### src/rtl/rvx_irq_gateway.sv
// Fast-interrupt gateway: synchronizes raw peripheral lines, detects level or rising-edge events
// and holds a request per source until the core acknowledges it with irq_fast_response.
module rvx_irq_gateway #(
  parameter int unsigned NUM_SOURCES = 16,
  parameter int unsigned SYNC_STAGES = 2,
  parameter logic [15:0] EDGE_MODE   = 16'h0000
) (
  input  logic        clock,
  input  logic        reset_n,
  input  logic [15:0] irq_source,
  input  logic [15:0] irq_enable,
  input  logic [15:0] irq_fast_response,
  input  logic [15:0] irq_overrun_clear,
  output logic [15:0] irq_fast_request,
  output logic [15:0] irq_overrun
);

  typedef enum logic [1:0] {
    StIdle,
    StPending,
    StAcked
  } state_e;

  for (genvar i = 0; i < 16; i++) begin : g_src
    if (i < NUM_SOURCES) begin : g_active
      logic [SYNC_STAGES-1:0] sync_q;
      logic                   prev_q;
      logic                   overrun_q;
      state_e                 state_q;
      logic                   s;
      logic                   evt;
      logic                   ovf_set;

      assign s   = sync_q[SYNC_STAGES-1];
      assign evt = EDGE_MODE[i] ? (s & ~prev_q) : s;
      // A new edge that lands together with the response re-arms the request instead of overrunning.
      assign ovf_set = EDGE_MODE[i] & evt & (state_q == StPending) & ~irq_fast_response[i];

      always_ff @(posedge clock or negedge reset_n) begin
        if (!reset_n) begin
          sync_q    <= '0;
          prev_q    <= 1'b0;
          overrun_q <= 1'b0;
          state_q   <= StIdle;
        end else begin
          sync_q <= {sync_q[SYNC_STAGES-2:0], irq_source[i]};
          prev_q <= s;

          if (ovf_set) begin
            overrun_q <= 1'b1;
          end else if (irq_overrun_clear[i]) begin
            overrun_q <= 1'b0;
          end

          case (state_q)
            StIdle: begin
              if (evt) state_q <= StPending;
            end
            StPending: begin
              if (irq_fast_response[i]) begin
                if (EDGE_MODE[i]) begin
                  state_q <= evt ? StPending : StIdle;
                end else begin
                  state_q <= StAcked;
                end
              end
            end
            StAcked: begin
              // Level sources must drop their line before they can request again.
              if (!s) state_q <= StIdle;
            end
            default: state_q <= StIdle;
          endcase
        end
      end

      assign irq_fast_request[i] = (state_q == StPending) & irq_enable[i];
      assign irq_overrun[i]      = overrun_q;
    end else begin : g_tied
      logic unused_in;
      assign unused_in = ^{irq_source[i], irq_enable[i], irq_fast_response[i],
                           irq_overrun_clear[i]};
      assign irq_fast_request[i] = 1'b0;
      assign irq_overrun[i]      = 1'b0;
    end
  end

endmodule

### config.mk
export PLATFORM = sky130hd
export DESIGN_NAME = rvx_irq_gateway
export DESIGN_NICKNAME = d
export VERILOG_FILES = /design/src/rtl/rvx_irq_gateway.sv
export SDC_FILE = /design/constraint.sdc
export NUM_CORES = 1
export LEC_CHECK = 0
export ABC_AREA = 1
export CORE_MARGIN = 4
export CORE_UTILIZATION = 39
export CTS_CLUSTER_SIZE = 30
export DETAILED_ROUTE_END_ITERATION = 12
export PLACE_DENSITY = 0.76
export SLEW_MARGIN = 0
export SYNTH_ARGS = -nofsm -noshare
export SYNTH_HDL_FRONTEND = slang
export SYNTH_SLANG_ARGS = --single-unit
export TNS_END_PERCENT = 5
### constraint.sdc
create_clock -name clock -period 0.8 [get_ports clock]
set_input_delay 0.16 -clock clock [delete_from_list [all_inputs] [get_ports clock]]
set_output_delay 0.16 -clock clock [all_outputs]
set_load 0.02 [all_outputs]
==> summary.txt <==
Pwr Density -> 3077 mW/mm²
Global route overflow -> 0
Area growth syn-to-layout -> 53.20%
Crit share post-route -> 152.0%
DR iter-0 viols -> 40
GRT Util Overall -> 12.79%
Post-DP Area -> 0.003467 mm²
Reg clk slew, reported paths -> 60 ps
Core area -> 0.005991 mm²
WL final -> 4.642 mm
Final Max Slew Viols -> 0
Nets@finish -> 419
Number of synthesized flops with an enable pin -> 0
Leak -> 1.914 nW
Endpoints failing hold -> 0
Final setup margin -> -416.1 ps
Die width -> 87.20 µm
CTS tree -> built
Synthesized cell area -> 0.002446 mm²
Critical Path RT -> 640 ps
Root Driver -> clkbuf_8
Worst-Skew Late Latency -> 320 ps
Max-Cap Viols -> 0
Failing checks -> negative setup slack
Crit path time final -> 1216 ps
Max layer used -> met4
Hold Startpoint -> irq_source[4]
Min-delay worst type -> input pin to flop
H-tree depth -> 3
Top cells by area, synth -> dfrtp_1 (65%), nand3_1 (13%), inv_1 (7.4%)
Vias in the first global route -> 1835
Number of fill cells -> 512
Outcome -> finished with violations
Syn Inst Count -> 241
WL/cell -> 10.80 µm
FFs w/ async S/R, synth -> 100.0%
Met2 Wirelength -> 2.330 mm
Antenna violations before repair -> 0
Max Fclk -> 822.3 MHz
Final instance area -> 0.003747 mm²
Commonest cells post-synth -> dfrtp_1 (64), nand3_1 (64), inv_1 (48)
Yosys warnings -> 0
Metal3 WL -> 369 µm
Initial Util -> 40.83%
# port buffers -> 65
Synth Register Bits -> 64
Critical Path Start -> g_src[11].g_active.state_q[1]
Detailed-route via count -> 1877
Final setup fails -> 18
Crit path max fanout -> 2
Top-level I/O count -> 98
Register area share after synthesis -> 65.47%
DRC -> 0
Synthesized area per cell -> 10.15 µm²
Maximum vdd ir drop -> 0.001689 V
Antenna Nets Post-Route -> 0
Startpoint types -> flop
Share of cells above drive strength 1 -> 32.11%
CP endpoint kind -> primary output
Share of the synthesized area in the top cell type -> 65.47%
WS Path Type -> flop to primary output
Antenna fix cells -> 0
Hpwl dp -> 3.473 mm
Final Skew -> 4.283 ps
Cell taking the most area after synthesis -> dfrtp_1
Drt pass-1 iters -> 4
Die height -> 87.20 µm
Vias/cell -> 4.365
Post-synth cell types -> 7
Top FF cell, synth -> dfrtp_1
Met1 WL -> 1.882 mm
RR Startpoint -> g_src[9].g_active.state_q[1]
First-pass GRT wire length -> 7.472 mm
Largest net degree at the start of global routing -> 40
Dpl ws -> -744.4 ps
Sink Count -> 64
Std-Cell Rows -> 28
Clock buffer depth -> 2
CTS Buf Count -> 9
GP Congestion -> 0.7751
RSZ-0062 raised after global routing -> true
Worst path arrival time -> 1060 ps
Die Area -> 0.007603 mm²
[final cells by class]
type / count / area [µm²] / area share (%)
sequential: 64 / 1602 / 42.74
timing repair buffer: 102 / 1001 / 26.71
multi-input combinational: 128 / 710.7 / 18.96
inverter: 48 / 180.2 / 4.808
clock buffer: 12 / 155.1 / 4.140
tap: 75 / 93.84 / 2.504
clock inverter: 1 / 5.005 / 0.1336
[logic make-up after synthesis]
logic type             after synthesis  synth area share [%]
other                                1                0.1533
flip-flops                          64                 65.47
AND/OR/NAND/NOR                    112                 22.10
buffers and inverters               64                 12.28
[timing repair]
| item | CTS | global route |
|---|---|---|
| pin swaps | 17 | 9 |
| setup buffers | 1 | 3 |
| gates resized for setup | 98 | 23 |
| hold buffers | 1 | 0 |
| setup endpoints to repair | 17 | 44 |
| hold endpoints to repair | 64 | 0 |
[where the power goes]
| group | switching (mW) | internal, mW |
|---|---|---|
| logic | 2.08 | 2.58 |
| registers | 0.518 | 4.06 |
| clock network | 1.06 | 1.24 |
[flip-flops by register name, summed over array words and instances (netlist names)]
name and flops:
g_src.g_active.state_q 32, g_src.g_active.sync_q 32
[layer usage]
| metal | vias to the layer above | global-route usage, % |
|---|---|---|
| li1 | 956 | - |
| met1 | 860 | 14.42 |
| met2 | 53 | 21.67 |
| met3 | 8 | 4.257 |
| met4 | 0 | 6.276 |
| met5 | - | 0 |
[per-stage QoR]
| stage | instances | TNS [ps] | hold slack (ps) | power, mW | util, % |
|---|---|---|---|---|---|
| 3_3_place_gp | 412 | -14120 | 153.7 | 8.624 | 57.87 |
| 3_5_place_dp | 412 | -14640 | 155.3 | 8.805 | 57.87 |
| 5_1_grt | 430 | -7618 | 252.5 | 12.32 | 62.55 |
| 6_report | 430 | -6469 | 273.5 | 11.53 | 62.55 |
| 2_1_floorplan | 256 | -53.46 | -135.6 | 6.696 | - |
| 4_1_cts | 427 | -6724 | 260.9 | 11.30 | 61.24 |
[critical path, cell delays in order, from the launching register on]
cell and delay (ps):
dfrtp_1 390, inv_2 70, and3_4 170, buf_6 110
[placed cells by master (no fill, tap or decap), drive strengths merged]
cell type	n
inv	48
conb	16
nand3	64
clkdlybuf4s50	48
buf	53
clkinv	1
nand2	32
clkbuf	12
and3	16
dlygate4sd3	1
dfrtp	64
[path summary, 6_finish.rpt]
check	to	slack [ps]	cells after the start
setup / recovery	irq_fast_request[11]	-420	3
hold / removal	g_src[4].g_active.sync_q[0]	270	1
setup reg to reg	g_src[9].g_active.state_q[1]	-20	5
hold reg to reg	g_src[13].g_active.sync_q[1]	350	0
max in group asynchronous	g_src[14].g_active.sync_q[0]	240	3
min in group asynchronous	g_src[9].g_active.sync_q[0]	350	3
(Power assumes the default switching activity.)
